**src/rtl/neuron_act_quant_if.sv**
```systemverilog
// Handshake bundle for the activation stage: input operand channel and output activation channel.
// Latency: none, signal grouping only.
// Backpressure: valid/ready on both channels, with the ready signals owned by the receiving side.
interface neuron_act_quant_if #(
    parameter int IN_W    = 17,
    parameter int BIAS_W  = 16,
    parameter int OUT_W   = 8,
    parameter int SHIFT_W = 4
);
    logic                      in_valid;
    logic                      in_ready;
    logic signed [IN_W-1:0]    in_data;
    logic signed [BIAS_W-1:0]  bias;
    logic        [SHIFT_W-1:0] shift;
    logic                      relu_en;
    logic                      out_valid;
    logic                      out_ready;
    logic signed [OUT_W-1:0]   out_data;

    // Producer of operands and consumer of activations
    modport master (
        output in_valid, in_data, bias, shift, relu_en, out_ready,
        input  in_ready, out_valid, out_data
    );

    // The activation stage itself
    modport slave (
        input  in_valid, in_data, bias, shift, relu_en, out_ready,
        output in_ready, out_valid, out_data
    );
endinterface

```
**src/rtl/neuron_act_quant.sv**
```systemverilog
// Neuron requantisation: bias add, round-half-up shift, optional ReLU, saturate to OUT_W, output FIFO.
// Latency: accept in cycle N -> result at FIFO head (out_valid) in cycle N+2 when the FIFO is empty.
// Backpressure: in_ready comes from registered occupancy only (FIFO count + stage-1 entry < depth).
module neuron_act_quant #(
    parameter int IN_W       = 17,
    parameter int BIAS_W     = 16,
    parameter int OUT_W      = 8,
    parameter int SHIFT_W    = 4,
    parameter int FIFO_DEPTH = 4
) (
    input  logic              clk,
    input  logic              reset,
    neuron_act_quant_if.slave bus,
    output logic [15:0]       sat_count,
    input  logic              clear_stats
);
    // One extra bit over the wider operand makes the bias add exact;
    // one more bit leaves headroom for the rounding constant.
    localparam int SUM_W = ((IN_W > BIAS_W) ? IN_W : BIAS_W) + 1;
    localparam int RND_W = SUM_W + 1;
    localparam int AW    = $clog2(FIFO_DEPTH);
    localparam int CW    = AW + 1;
    localparam logic signed [RND_W-1:0] MAX_V = RND_W'((1 << (OUT_W - 1)) - 1);
    localparam logic signed [RND_W-1:0] MIN_V = -MAX_V - RND_W'(1);

    logic                      s1_valid;
    logic signed [SUM_W-1:0]   s1_sum;
    logic        [SHIFT_W-1:0] s1_shift;
    logic                      s1_relu;

    logic signed [RND_W-1:0]   ext;
    logic signed [RND_W-1:0]   half;
    logic signed [RND_W-1:0]   rounded;
    logic signed [RND_W-1:0]   act;
    logic        [OUT_W-1:0]   res;
    logic                      res_sat;

    logic [OUT_W-1:0] mem [FIFO_DEPTH];
    logic [AW-1:0]    wr_ptr;
    logic [AW-1:0]    rd_ptr;
    logic [CW-1:0]    fifo_count;

    logic accept;
    logic push;
    logic pop;

    // Stage 1 always drains into the FIFO next cycle, so counting it here guarantees room for it.
    assign bus.in_ready  = ({1'b0, fifo_count} + (CW + 1)'(s1_valid)) < (CW + 1)'(FIFO_DEPTH);
    assign accept        = bus.in_valid && bus.in_ready;
    assign push          = s1_valid;
    assign bus.out_valid = (fifo_count != '0);
    assign pop           = bus.out_valid && bus.out_ready;
    assign bus.out_data  = bus.out_valid ? mem[rd_ptr] : '0;

    // Stage 1: capture the exact bias-added sum with its shift and ReLU controls
    always_ff @(posedge clk or posedge reset) begin
        if (reset) begin
            s1_valid <= 1'b0;
            s1_sum   <= '0;
            s1_shift <= '0;
            s1_relu  <= 1'b0;
        end else begin
            s1_valid <= accept;
            if (accept) begin
                s1_sum   <= SUM_W'(bus.in_data) + SUM_W'(bus.bias);
                s1_shift <= bus.shift;
                s1_relu  <= bus.relu_en;
            end
        end
    end

    // Stage 2: round-half-up arithmetic shift, ReLU, then clip to the output range
    always_comb begin
        ext     = RND_W'(s1_sum);
        half    = '0;
        rounded = ext;
        if (s1_shift != '0) begin
            half    = RND_W'(1) <<< (s1_shift - SHIFT_W'(1));
            rounded = (ext + half) >>> s1_shift;
        end
        act     = (s1_relu && (rounded < 0)) ? '0 : rounded;
        res     = act[OUT_W-1:0];
        res_sat = 1'b0;
        if (act > MAX_V) begin
            res     = MAX_V[OUT_W-1:0];
            res_sat = 1'b1;
        end else if (act < MIN_V) begin
            res     = MIN_V[OUT_W-1:0];
            res_sat = 1'b1;
        end
    end

    // FIFO pointers and occupancy; pointers wrap naturally because depth is a power of two
    always_ff @(posedge clk or posedge reset) begin
        if (reset) begin
            wr_ptr     <= '0;
            rd_ptr     <= '0;
            fifo_count <= '0;
        end else begin
            if (push) wr_ptr <= wr_ptr + AW'(1);
            if (pop)  rd_ptr <= rd_ptr + AW'(1);
            fifo_count <= fifo_count + CW'(push) - CW'(pop);
        end
    end

    // FIFO storage; contents are only visible through a valid head, so no reset is needed
    always_ff @(posedge clk) begin
        if (push) mem[wr_ptr] <= res;
    end

    // Clip counter for calibration: sticky at all-ones, and a clear overrides a same-cycle clip
    always_ff @(posedge clk or posedge reset) begin
        if (reset) begin
            sat_count <= '0;
        end else if (clear_stats) begin
            sat_count <= '0;
        end else if (push && res_sat && (sat_count != 16'hFFFF)) begin
            sat_count <= sat_count + 16'd1;
        end
    end
endmodule

```
**src/flat_wrapper.sv**
```systemverilog
// flat-port wrapper written by rule: the top's interface ports become plain ports
module neuron_act_quant_flat 
#(
    parameter int IN_W       = 17,
    parameter int BIAS_W     = 16,
    parameter int OUT_W      = 8,
    parameter int SHIFT_W    = 4,
    parameter int FIFO_DEPTH = 4
)
  (clk, reset, sat_count, clear_stats, bus_in_valid, bus_in_data, bus_bias, bus_shift, bus_relu_en, bus_out_ready, bus_in_ready, bus_out_valid, bus_out_data);
  neuron_act_quant_if #(.IN_W(IN_W), .BIAS_W(BIAS_W), .OUT_W(OUT_W), .SHIFT_W(SHIFT_W)) bus_i ();
  input  logic clk;
  input  logic reset;
  output logic [15:0] sat_count;
  input  logic clear_stats;
  input wire logic [$bits(bus_i.in_valid)-1:0] bus_in_valid;
  input wire logic [$bits(bus_i.in_data)-1:0] bus_in_data;
  input wire logic [$bits(bus_i.bias)-1:0] bus_bias;
  input wire logic [$bits(bus_i.shift)-1:0] bus_shift;
  input wire logic [$bits(bus_i.relu_en)-1:0] bus_relu_en;
  input wire logic [$bits(bus_i.out_ready)-1:0] bus_out_ready;
  output wire logic [$bits(bus_i.in_ready)-1:0] bus_in_ready;
  output wire logic [$bits(bus_i.out_valid)-1:0] bus_out_valid;
  output wire logic [$bits(bus_i.out_data)-1:0] bus_out_data;
  assign bus_i.in_valid = bus_in_valid;
  assign bus_i.in_data = bus_in_data;
  assign bus_i.bias = bus_bias;
  assign bus_i.shift = bus_shift;
  assign bus_i.relu_en = bus_relu_en;
  assign bus_i.out_ready = bus_out_ready;
  assign bus_in_ready = bus_i.in_ready;
  assign bus_out_valid = bus_i.out_valid;
  assign bus_out_data = bus_i.out_data;
  neuron_act_quant #(.IN_W(IN_W), .BIAS_W(BIAS_W), .OUT_W(OUT_W), .SHIFT_W(SHIFT_W), .FIFO_DEPTH(FIFO_DEPTH)) u_core (.clk(clk), .reset(reset), .bus(bus_i), .sat_count(sat_count), .clear_stats(clear_stats));
endmodule
```
**config.mk**
```make
export PLATFORM = sky130hd
export DESIGN_NAME = neuron_act_quant_flat
export DESIGN_NICKNAME = d
export VERILOG_FILES = /design/src/rtl/neuron_act_quant_if.sv /design/src/rtl/neuron_act_quant.sv /design/src/flat_wrapper.sv
export SDC_FILE = /design/constraint.sdc
export NUM_CORES = 1
export LEC_CHECK = 0
export ABC_AREA = 1
export CAP_MARGIN = 20
export CORE_MARGIN = 2
export CORE_UTILIZATION = 40
export CTS_CLUSTER_SIZE = 40
export DETAILED_ROUTE_END_ITERATION = 7
export SYNTH_ARGS = -nofsm -noshare
export SYNTH_HDL_FRONTEND = slang
export SYNTH_SLANG_ARGS = --single-unit
```
**constraint.sdc**
```tcl
create_clock -name clk -period 9.8 [get_ports clk]
set_input_delay 0.98 -clock clk [delete_from_list [all_inputs] [get_ports clk]]
set_output_delay 0.98 -clock clk [all_outputs]
set_load 0.01 [all_outputs]
```
# --- After elaboration in Yosys (flattened, before gate mapping) ---
# Memory sizes are Yosys's and may differ from the RTL's.
# Index checks and enable logic that the tools add are counted.
op_classes:
  add_sub_neg: 9
  order_cmp: 4
  n_eq_ne: 1
  shift: 2
  n_mux: 11
  n_reduce_logical: 8
op_table:
  columns: ["operator", "n"]
  rows:
  - ["$mux 19", 2]
  - ["$mux 16", 2]
  - ["$mux 8", 3]
  - ["$add 18x19->19", 1]
  - ["$gt 19x8->1 const B", 1]
  - ["$lt 19x1->1 const B", 1]
  - ["$lt 19x8->1 const B", 1]
  - ["$sshl 2x4->19 const A", 1]
  - ["$sshr 19x4->19", 1]
  - ["$add 17x16->18", 1]
  - ["$add 16x1->16 const B", 1]
  - ["$ne 16x16->1 const B", 1]
  - ["$logic_and 1x1->1", 5]
  - ["$add 2x1->2 const B", 2]
  - ["$add 3x1->4", 1]
  - ["$lt 4x3->1 const B", 1]
  - ["$mux 1", 4]
  - ["$reduce_bool 4->1", 1]
  - ["$sub 4x1->4 const B", 1]
  - ["$add 3x1->3", 1]
  - ["$reduce_bool 3->1", 1]
  - ["$sub 3x1->3", 1]
  - ["$reduce_bool 2->1", 1]
totals:
  register_bits: 47
  ramBits: 32
  input_bits: 43
  out_inout_bits: 26
  wordCells: 44
  n_memories: 1
memory_table:
  columns: ["name", "depth", "width", "read_ports", "rd_ports_with_merged_regs", "wr", "line", "source"]
  rows:
  - ["u_core.mem", 4, 8, 1, 0, 1, "neuron_act_quant.sv:38", "logic [OUT_W-1:0] mem [FIFO_DEPTH];"]

# --- Depth between registers and ports, before layout ---
logic_depth:
  depth_word: 15
  mapped_depth: 35
  ltp_nobuf: 32

# --- Worst setup path after synthesis ---
# OpenSTA, ideal clock, no wires.
synth_path:
  path_kind: "reg2reg"
  start: "register u_core.s1_shift[2]"
  end: "register u_core.sat_count[6]"
  setup_ns: 0.118
  arrival_ns: 3.879
  t_required_ns: 9.682
  path_slack_ns: 5.803
  stages_incl_launch_ff: 31
  path_buffers: 4
  synth_period_minus_slack_ns: 3.997
  path_cell_list: "dfrtp_1 > buf_2 > inv_1 > clkbuf_1 > clkbuf_1 > nand2_1 > nor2_1 > ha_1 > inv_1 > fa_1 > inv_1 > nand2_1 > nand2_1 > nand3_1 > nand2_1 > nand2_1 > nand3_2 > nand3_2 > nand3_1 > nand3_1 > nand3_1 > nand2_1 > a21oi_2 > nand2_1 > nor2_1 > nand3_1 > o21bai_4 > nand2_4 > buf_2 > nand4_1 > nand2_1"
synth_via:
  elab_chain_len: 14
  word_cells_on_any_way: 16
  cone_classes: "add/sub: 2; order compare: 3; shift: 2; mux: 4; reduce/logical: 5"
synth_rtl:
  columns: ["element", "line", "source"]
  rows:
  - ["from (decl)", "neuron_act_quant.sv:28", "logic [SHIFT_W-1:0] s1_shift;"]
  - ["from (signal assigned)", "neuron_act_quant.sv:66", "s1_shift <= bus.shift;"]
  - ["$sub 4x1->4", "neuron_act_quant.sv:78", "half = RND_W'(1) <<< (s1_shift - SHIFT_W'(1));"]
  - ["$sshl 2x4->19", "neuron_act_quant.sv:78", null]
  - ["$add 18x19->19", "neuron_act_quant.sv:79", "rounded = (ext + half) >>> s1_shift;"]
  - ["$sshr 19x4->19", "neuron_act_quant.sv:79", null]
  - ["$mux 19 (*)", "neuron_act_quant.sv:77", "if (s1_shift != '0) begin"]
  - ["$lt 19x1->1", "neuron_act_quant.sv:81", "act = (s1_relu && (rounded < 0)) ? '0 : rounded;"]
  - ["$logic_and 1x1->1", "neuron_act_quant.sv:81", null]
  - ["$mux 19 (*)", "neuron_act_quant.sv:81", null]
  - ["$lt 19x8->1", "neuron_act_quant.sv:87", "end else if (act < MIN_V) begin"]
  - ["$mux 1", "neuron_act_quant.sv:87", null]
  - ["$mux 1 (*)", "neuron_act_quant.sv:84", "if (act > MAX_V) begin"]
  - ["$logic_and 1x1->1 (*) (2 in series)", "neuron_act_quant.sv:117", "end else if (push && res_sat && (sat_count != 16'hFFFF)) begin"]
  - ["$reduce_bool 2->1 (no source line) (*)", null, null]
  - ["to (signal assigned)", "neuron_act_quant.sv:118", "sat_count <= sat_count + 16'd1;"]
  - ["to (decl)", "neuron_act_quant.sv:14", "output logic [15:0] sat_count,"]
# Every way passes the cells marked *; elsewhere a longest branch is shown, timed or not.
# A chain may end at the register's enable or synchronous reset.

# --- Worst setup path after layout ---
layout_path:
  start: "register u_core.s1_shift[0]"
  end: "register u_core.sat_count[11]"
# The elaborated chain is that of the path after synthesis.

==> results by group <==
Outcome
  • Run status: finished clean

Setup path
  • Startpoint Class: flip-flop
  • CP arrival: 5.65 ns
  • CP Max Fanout: 23
  • FF-to-FF End: u_core.sat_count[11]$_DFFE_PP0P_
  • Worst Reg-to-Reg Cells: 28
  • Crit-path max cell delay: 0.80 ns
  • Setup Crit Path Kind: reg2reg
  • R2R Path Start: u_core.s1_shift[0]$_DFFE_PP0P_
  • CP Capture Type: flip-flop
  • Worst EP required: 10.06 ns
  • R2R setup slack: 4.41 ns
  • Most common cell on crit path: nand2_1
  • Critical-path top delay cell: dfrtp_1

Logic synthesis
  • Post-Syn Area per Cell: 6.75 um^2
  • Cell Area, Synth: 6750 um^2
  • Post-synthesis sequential area ratio: 31.7%
  • Area contributors post-synth: dfrtp_1 (17%), nand2_1 (15%), edfxtp_1 (14%)
  • Async set-reset flop share out of synthesis: 59.5%
  • Synth Flop Type: dfrtp_1
  • Number of synthesized register bits: 79
  • Synth unique cells: 48
  • Synthesized Nets: 1,087
  • Post-synth top area cell: dfrtp_1
  • Cells after Synth: 1,000
  • Post-synth EDFFs: 32
  • Ys Warns: 0
  • Post-synth top area share: 17.4%

Power and ir drop
  • Internal: 1.20 mW
  • Sequential power share: 25.7%
  • Peak VDD IR: 0.114 mV
  • Combinational power share: 59.8%
  • Leakage power: 3.85 nW
  • Net Sw Power: 1.27 mW
  • Net Sw Frac: 51.3%
  • Clock share of power: 14.5%
  • Power Density: 312 nW/um^2

Timing
  • Peak Freq: 186 MHz
  • Final setup fails: 0
  • Unrepaired setup endpoints after global routing: no
  • Hold Slack: 0.534 ns
  • Final WS setup: 4.41 ns
  • Crit share post-route: 55.0%
  • Worst Tran Pin Value: 0.939 ns
  • Final hold violation count: 0
  • Final slew viol count: 0
  • Setup TNS: 0 ns
  • Clock Skew: 0.0145 ns
  • Max-slew headroom: 37.3%
  • Clock period minus worst slack: 5.39 ns

Layout
  • Post-Layout Cell Count: 1,276
  • Most common cell after layout, fill and taps aside: nand2_1
  • Fraction of layout instances using a drive strength above 1: 5.21%
  • Most frequent cells in the layout: nand2_1 (274), inv_1 (117), nand3_1 (117)
  • Ant diodes: 0
  • Fillers: 1,695
  • Synth-to-layout area growth: 17.1%
  • Final nets: 1,138
  • Final Util: 47.9%

Drt
  • Final ANT Viol Nets: 0
  • Routed len/inst: 14.6 um
  • Total Wirelength: 18,600 um
  • Avg Vias per Cell: 5.10
  • First DRT Iteration DRCs: 474
  • First-pass DRT Iterations: 5
  • Via count: 6,512
  • DRC: 0

Worst hold path
  • Hold wc startpoint: u_core.wr_ptr[0]$_DFFE_PP0P_
  • WHS Endpoint: u_core.wr_ptr[0]$_DFFE_PP0P_
  • Hold path depth: 1
  • Hold Path Class: reg2reg

Clocking
  • Hold buffers post-CTS: 0
  • Clk sinks: 79
  • CTS H-tree lvls: 3
  • # resized after CTS: 0
  • Worst-skew pair later-pin latency: 0.34 ns
  • CTS tree: built
  • Total CTS buffers: 9
  • Postcts setup bufs: 0
  • Clock root buffer: clkbuf_16
  • Clock slew at reported path FFs: 0.07 ns
  • CTS Buffer Depth: 2

Place
  • Final HPWL DP: 14,500 um
  • Final Wtd Congestion: 0.963
  • Port buffer count: 68
  • Placed insts: 1,259
  • Pre-CTS setup slack: 4.51 ns

GRT
  • GR Overflow Total: 0
  • Vias in the first global route: 6,095
  • Largest net degree at the start of global routing: 48
  • Antenna violations before repair: 0
  • First-pass GRT wire length: 30,400 um
  • Tot GR Track Use: 21.3%

Floorplanning
  • Die height: 134 um
  • Die outline width: 134 um
  • DIE AREA: 17,900 um^2
  • Row count: 47
  • Core area: 16,500 um^2
  • IO Pins: 69
  • Initial Util: 40.9%

Job
  • Max cap viols: 0
-- synth_stat cells (2+ instances only) --
| library cell | n |
|---|---|
| buf_2 | 8 |
| nor4_1 | 2 |
| nor3_1 | 9 |
| nand3b_1 | 2 |
| edfxtp_1 | 32 |
| xor2_1 | 23 |
| o2111ai_1 | 3 |
| nand2_1 | 274 |
| inv_1 | 118 |
| clkbuf_1 | 18 |
| ha_1 | 41 |
| o21ai_0 | 58 |
| dfrtp_1 | 47 |
| clkinv_1 | 3 |
| a31oi_1 | 10 |
| nand4_1 | 27 |
| o221ai_1 | 2 |
| buf_1 | 3 |
| a21oi_2 | 2 |
| inv_2 | 5 |
| a211oi_1 | 2 |
| nor2_2 | 5 |
| xnor2_1 | 4 |
| o22ai_1 | 3 |
| or2_2 | 5 |
| nand3_2 | 2 |
| a21oi_1 | 35 |
| nand2_2 | 8 |
| fa_1 | 3 |
| nor2_1 | 110 |
| nand3_1 | 117 |
| nand2_4 | 3 |
-- worst max-delay path, delay by kind of cell, from the launching register on --
family	cells	cell delay [ns]
fa+ha+maj	2	0.60
buf+inv	3	0.80
compound gates	2	0.38
flops	1	0.80
simple gates	21	2.68
-- metrics by stage --
| step | power [mW] | instance area (um^2) |
|---|---|---|
| 4_1_cts | 2.47 | 7890 |
| 2_1_floorplan | 1.68 | 6750 |
| 6_report | 2.47 | 7910 |
| 3_3_place_gp | 2.11 | 7580 |
| 5_1_grt | 2.71 | 7910 |
| 3_5_place_dp | 2.11 | 7580 |
-- sequential cells by signal (all words and copies together) (netlist names) --
name	cells
u_core.s1_sum	18
u_core.s1_shift	4
u_core.wr_ptr	2
u_core.mem	32
u_core.fifo_count	3
u_core.s1_relu	1
u_core.push	1
u_core.sat_count	16
u_core.rd_ptr	2
-- how the worst max path moves through the flow --
stage / start / end / slack [ns] / depth (start not counted)
after floorplan: u_core.s1_shift[2]$_DFFE_PP0P_ / u_core.sat_count[6]$_DFFE_PP0P_ / 5.80 / 30
after global placement: u_core.s1_shift[0]$_DFFE_PP0P_ / u_core.sat_count[15]$_DFFE_PP0P_ / 4.55 / 28
after detailed placement: u_core.s1_shift[0]$_DFFE_PP0P_ / u_core.sat_count[11]$_DFFE_PP0P_ / 4.51 / 28
after CTS: u_core.s1_shift[0]$_DFFE_PP0P_ / u_core.sat_count[11]$_DFFE_PP0P_ / 4.48 / 28
after global routing: u_core.s1_shift[0]$_DFFE_PP0P_ / u_core.sat_count[15]$_DFFE_PP0P_ / 3.88 / 32
final: u_core.s1_shift[0]$_DFFE_PP0P_ / u_core.sat_count[11]$_DFFE_PP0P_ / 4.41 / 28
-- power groups by stage --
stage	logic, mW	clock network (mW)	registers, mW
floorplan	1.15	0	0.535
global placement	1.47	0	0.638
detailed placement	1.47	0	0.638
CTS	1.48	0.365	0.631
global route	1.68	0.377	0.650
finish	1.48	0.359	0.634
-- per-layer routing --
layer	track usage, %	share of wire [%]	vias up
met3	2.46	4.7	32
met4	8.69	3.5	0
met5	0	0	-
met1	31.1	49	2904
met2	32.0	43	181
li1	-	-	3395
-- logic make-up (layout without fill, tap and decap cells) --
kind of cell	Yosys count	after routing	synth area share, %
buffers and inverters	157	213	9.15
xor gates and xnor gates	27	27	3.50
adders and majority gates	44	44	8.49
and+or+nand+nor	569	569	36.8
DFF	79	79	31.7
AOI/OAI and AO/OA	124	124	10.4
-- area by class of cell --
type / count / area (um^2) / share of cell area [%]
Inverter: 126 / 473 / 5.98
Timing Repair Buffer: 71 / 716 / 9.05
Clock buffer: 9 / 225 / 2.85
Clock inverter: 7 / 86.3 / 1.09
Tap cell: 220 / 275 / 3.48
Multi-Input combinational cell: 764 / 4000 / 50.5
Sequential cell: 79 / 2140 / 27.0
Note: power is estimated with default switching activity, not from simulation.
==> variant 1 (config.mk and constraints unchanged) <==
`BIAS_W` is set to 16 in 3 places; all go to 18.
--- a/src/rtl/neuron_act_quant_if.sv
+++ b/src/rtl/neuron_act_quant_if.sv
@@ -4,5 +4,5 @@
 interface neuron_act_quant_if #(
     parameter int IN_W    = 17,
-    parameter int BIAS_W  = 16,
+    parameter int BIAS_W  = 18,
     parameter int OUT_W   = 8,
     parameter int SHIFT_W = 4
--- a/src/rtl/neuron_act_quant.sv
+++ b/src/rtl/neuron_act_quant.sv
@@ -4,5 +4,5 @@
 module neuron_act_quant #(
     parameter int IN_W       = 17,
-    parameter int BIAS_W     = 16,
+    parameter int BIAS_W     = 18,
     parameter int OUT_W      = 8,
     parameter int SHIFT_W    = 4,
--- a/src/flat_wrapper.sv
+++ b/src/flat_wrapper.sv
@@ -3,5 +3,5 @@
 #(
     parameter int IN_W       = 17,
-    parameter int BIAS_W     = 16,
+    parameter int BIAS_W     = 18,
     parameter int OUT_W      = 8,
     parameter int SHIFT_W    = 4,
Interface: changed (resized bus_bias); port bits go from 69 to 71. No check against the original RTL was run, so the function may have changed too.
==> variant 1 against the original RTL <==
  * Design area is 2.9% higher
  * Power is 0.33% higher
  * Sequential cell count is 1 higher
  * Core utilization is 0.48 points lower
  * Setup slack better by 0.038 ns
  * Clock skew is 0.0027 ns higher
  * Routed wire length is 5.2% higher
  * Area after synthesis is 3.6% higher
  * Die area is 3.5% higher
  * Critical endpoint is now u_core.mem[3][0]
==> variant 1: results (changes against the original RTL) <==
Status:
- The run finished with clean final reports.

Setup path:
- The longest individual stage delay on the worst path was 0.82 ns (+0.02 ns).
- The data arrival time of the critical path is 5.41 ns (-0.24 ns).
- The worst-path maximum fanout came to 24 (+4.3%).

Pwr:
- The highest ir drop seen on vdd is 0.126 mV (+9.7%).
- The total net switching power came to 1.28 mW (+1.0%).
- The net switching fraction of the power is 51.7% (+0.37 points).
- The cell leakage power came to 3.95 nW (+2.7%).
- The clock group total power is 347 uW (-3%).

Cells and area:
- The largest registers in the layout are u_core.mem (32), u_core.s1_sum (19), u_core.sat_count (16).
- The fraction of final layout cells with drive strength greater than 1 is 4.38% (-0.82 points).
- The final net count is 1,180 (+3.7%).

Place:
- The routability-driven placement congestion ratio is 0.945 (-1.8%).
- The post-DP HPWL came to 15,200 um (+5.4%).
- The cell area reported after detailed placement is 7820 um^2 (+3.1%).

GRT:
- The first-pass GRT wire length is 31,900 um (+4.6%).
- The maximum number of pins on one net before global-route repair is 49 (+2.1%).
- The global routing usage summed across all routing layers is 21.9% (+0.63 points).

Route:
- The detailed router's first-iteration violation count is 500 (+5.5%).

Synth:
- Sorting the synthesized cells by area gives the leading types as sky130_fd_sc_hd__dfrtp_1, sky130_fd_sc_hd__nand2_1, sky130_fd_sc_hd__edfxtp_1.
- The async set-or-reset flop fraction in the synthesized netlist is 60.0% (+0.51 points).
- The commonest cells after synthesis are sky130_fd_sc_hd__nand2_1, sky130_fd_sc_hd__inv_1, sky130_fd_sc_hd__nand3_1.
- The sequential fraction of the synthesis area is 30.9% (-0.74 points).
- The number of distinct library cells after synthesis is 45 (-6.3%).
- The total nets after synthesis came to 1,131 (+4.0%).
- The post-synthesis xor/xnor area fraction was 3.76% (+0.25 points).
- The compound-gate portion of the synthesized area was 10.7% (+0.32 points).

STA:
- The maximum clock skew at final layout is 0.0173 ns (+0.00275 ns).
==> variant 1: cell types whose count changed after synthesis, sizes merged, moves of 3 or more <==
cell    delta
o211ai     +7
nand2      +8
o21ai      +7
nor3       +3
and2       +3
a31oi      -6
clkinv     -3
nand3      +8
o22ai      -3
a21oi      +3
inv       +12
==> variant 1: final timing paths <==
path	cells after the start	start	to	slack, ns
max	27	u_core.s1_shift[0]	u_core.mem[3][0]	4.45
min	1	u_core.wr_ptr[0]	u_core.wr_ptr[0]	0.54
max reg2reg	27	u_core.s1_shift[0]	u_core.mem[3][0]	4.45
min reg2reg	1	u_core.wr_ptr[0]	u_core.wr_ptr[0]	0.54
max in group asynchronous	3	reset	u_core.s1_sum[1]	8.43
min in group asynchronous	2	reset	u_core.sat_count[15]	0.87
==> variant 1: stage by stage <==
stage,setup slack [ns],std cells
global route,3.96,1320
detailed placement,4.61,1303
global placement,4.61,1303
finish,4.45,1320
floorplan,5.97,1041
CTS,4.61,1319
==> variant 1: final cells by class <==
type                       count  area, um^2
clock buffer                   9         225
clock inverter                 7        77.6
fill                        1829        9040
inverter                     135         509
multi-input combinational    792        4150
sequential                    80        2160
tap                          225         282
timing repair buffer          72         728
==> variant 1: kinds of logic (layout without fill, tap and decap cells) <==
kind of cell               after synthesis  count (layout)
and+or+nand+nor                        584             584
buffers and inverters                  169             223
AOI/OAI and AO/OA                      133             133
DFF                                     80              80
adders and majority gates               45              45
xor gates and xnor gates                30              30
==> variant 1: routing by layer <==
layer  global-route usage [%]  part of all wire (%)
met2                     34.0                    44
met1                     29.9                    48
met5                        0                     0
met4                     9.03                   3.6
met3                     4.21                   5.2
==> variant 2 (same flow settings) <==
Without the edit above. Register the output `sat_count` once more, cleared by the reset; this adds one clock of latency there. The other outputs are not delayed to match.
--- a/src/rtl/neuron_act_quant.sv
+++ b/src/rtl/neuron_act_quant.sv
@@ -23,4 +23,6 @@
     localparam logic signed [RND_W-1:0] MAX_V = RND_W'((1 << (OUT_W - 1)) - 1);
     localparam logic signed [RND_W-1:0] MIN_V = -MAX_V - RND_W'(1);
+
+    logic [15:0] sat_count_s0;
 
     logic                      s1_valid;
@@ -112,11 +114,19 @@
     always_ff @(posedge clk or posedge reset) begin
         if (reset) begin
-            sat_count <= '0;
+            sat_count_s0 <= '0;
         end else if (clear_stats) begin
-            sat_count <= '0;
-        end else if (push && res_sat && (sat_count != 16'hFFFF)) begin
-            sat_count <= sat_count + 16'd1;
+            sat_count_s0 <= '0;
+        end else if (push && res_sat && (sat_count_s0 != 16'hFFFF)) begin
+            sat_count_s0 <= sat_count_s0 + 16'd1;
         end
     end
+    always_ff @(posedge clk or posedge reset) begin
+        if (reset) begin
+            sat_count <= '0;
+        end else begin
+            sat_count <= sat_count_s0;
+        end
+    end
+
 endmodule
 
Formal check against the unedited RTL: not equivalent (Yosys sat finds a counterexample within 4 cycles, from zero or initial values and one cycle with reset high).
==> variant 2 against the original RTL <==
  * Critical path type unchanged
  * Clock power hardly changed
  * Count of clock-buffer cells in the layout stayed put
  * Setup slack better by 0.26 ns
  * Area after synthesis is 5.9% higher
  * Routed wire length is 3.8% higher
  * Sequential cell count is 16 higher
  * Power is 2.1% higher
  * Design area is 5.0% higher
==> variant 2: results (changes against the original RTL) <==
Status:
- The flow ran to the end, and the final reports show no timing, DRC or antenna violations.

Pwr:
- The part of the total power dissipated in the clock network is 14.2% (-0.3 points).
- The total power is 2.52 mW (+2.1%).
- The register share of total power came to 27.6% (+1.9 points).
- The highest ir drop seen on vdd is 0.116 mV (+1.0%).
- The internal power is 1.23 mW (+2.0%).

Route:
- The detailed route wirelength on metal3 is 1300 um (+49%).
- The post-detailed-route via-to-cell ratio came to 5.15 (+0.99%).
- The routed length on met1 is 8870 um (-2.2%).

Synth:
- The post-synthesis xor/xnor area fraction came to 3.31% (-0.20 points).
- The total nets after synthesis is 1,115 (+2.6%).
- The async set-or-reset flop fraction in the synthesized netlist was 66.3% (+6.8 points).
- The synthesized area divided by synthesized cell count is 6.96 um^2 (+3.0%).
- The number of distinct library cells after synthesis is 42 (-13%).
- The sequential fraction of the synthesis area is 35.5% (+3.8 points).
- By area the synthesized netlist is led by sky130_fd_sc_hd__dfrtp_1, sky130_fd_sc_hd__nand2_1, sky130_fd_sc_hd__edfxtp_1.
- The compound-gate portion of the synthesized area is 9.66% (-0.76 points).

Hold path:
- The cell depth of the worst hold path is 0 (-1).

Cells and area:
- The final net count is 1,164 (+2.3%).
- The number of fill cells came to 1,825 (+7.7%).
- The number of cells in the finished layout apart from fillers is 1,307 (+2.4%).
- In the final layout, the registers with the most flip-flops are u_core.mem (32), u_core.s1_sum (18).
- The fraction of final layout cells with drive strength greater than 1 is 4.62% (-0.59 points).

STA:
- The maximum clock skew at final layout is 0.0109 ns (-0.00364 ns).

GRT:
- The first-pass GRT wire length is 31,800 um (+4.4%).
- The maximum number of pins on one net before global-route repair is 64 (+33%).
- The global-route met2 utilization is 33.4% (+1.4 points).
- The via count of the first global-routing pass is 6,418 (+5.3%).
- The global-route met3 utilization is 3.94% (+1.5 points).
- The global routing usage summed across all routing layers came to 21.4% (+0.12 points).

Place:
- The post-DP HPWL came to 14,600 um (+0.80%).
- The routability-driven placement congestion ratio is 0.973 (+1.0%).
- The worst setup slack after placement is 4.86 ns (+0.349 ns).

Setup path:
- The data arrival time of the critical path is 5.22 ns (-0.43 ns).
- The depth of the worst register-to-register path came to 27 (-3.6%).
-- variant 2: changes by cell type after synthesis, moves of 3 or more --
cell and delta:
sky130_fd_sc_hd__dfrtp_1 +16, sky130_fd_sc_hd__nand3_1 +13, sky130_fd_sc_hd__inv_2 +7, sky130_fd_sc_hd__nor2_1 +7, sky130_fd_sc_hd__nand2_2 -5, sky130_fd_sc_hd__a31oi_1 -4
sky130_fd_sc_hd__clkbuf_1 +4, sky130_fd_sc_hd__nor3_1 -4, sky130_fd_sc_hd__o211ai_1 +4, sky130_fd_sc_hd__buf_2 -3, sky130_fd_sc_hd__nor2_2 -3, sky130_fd_sc_hd__o21ai_1 +3
sky130_fd_sc_hd__o31ai_1 +3
-- variant 2: final cells by class --
| cell class | instances | area [um^2] | share of cell area [%] |
|---|---|---|---|
| clock buffers | 9 | 225 | 2.71 |
| clock inverters | 7 | 83.8 | 1.01 |
| inverters | 132 | 495 | 5.97 |
| multi-input cells | 768 | 3980 | 47.9 |
| flip-flops and latches | 95 | 2540 | 30.6 |
| well taps | 225 | 282 | 3.39 |
| repair buffers | 71 | 703 | 8.47 |
-- variant 2: final timing paths --
| kind | from | endpoint | slack [ns] |
|---|---|---|---|
| min in group asynchronous | reset | u_core.fifo_count[1] | 1.18 |
| max reg2reg | u_core.s1_shift[0] | u_core.mem[1][2] | 4.68 |
| min | u_core.sat_count_s0[1] | u_core.sat_count[1] | 0.46 |
| min reg2reg | u_core.sat_count_s0[1] | u_core.sat_count[1] | 0.46 |
| max | u_core.s1_shift[0] | u_core.mem[1][2] | 4.68 |
| max in group asynchronous | reset | u_core.s1_sum[4] | 8.09 |
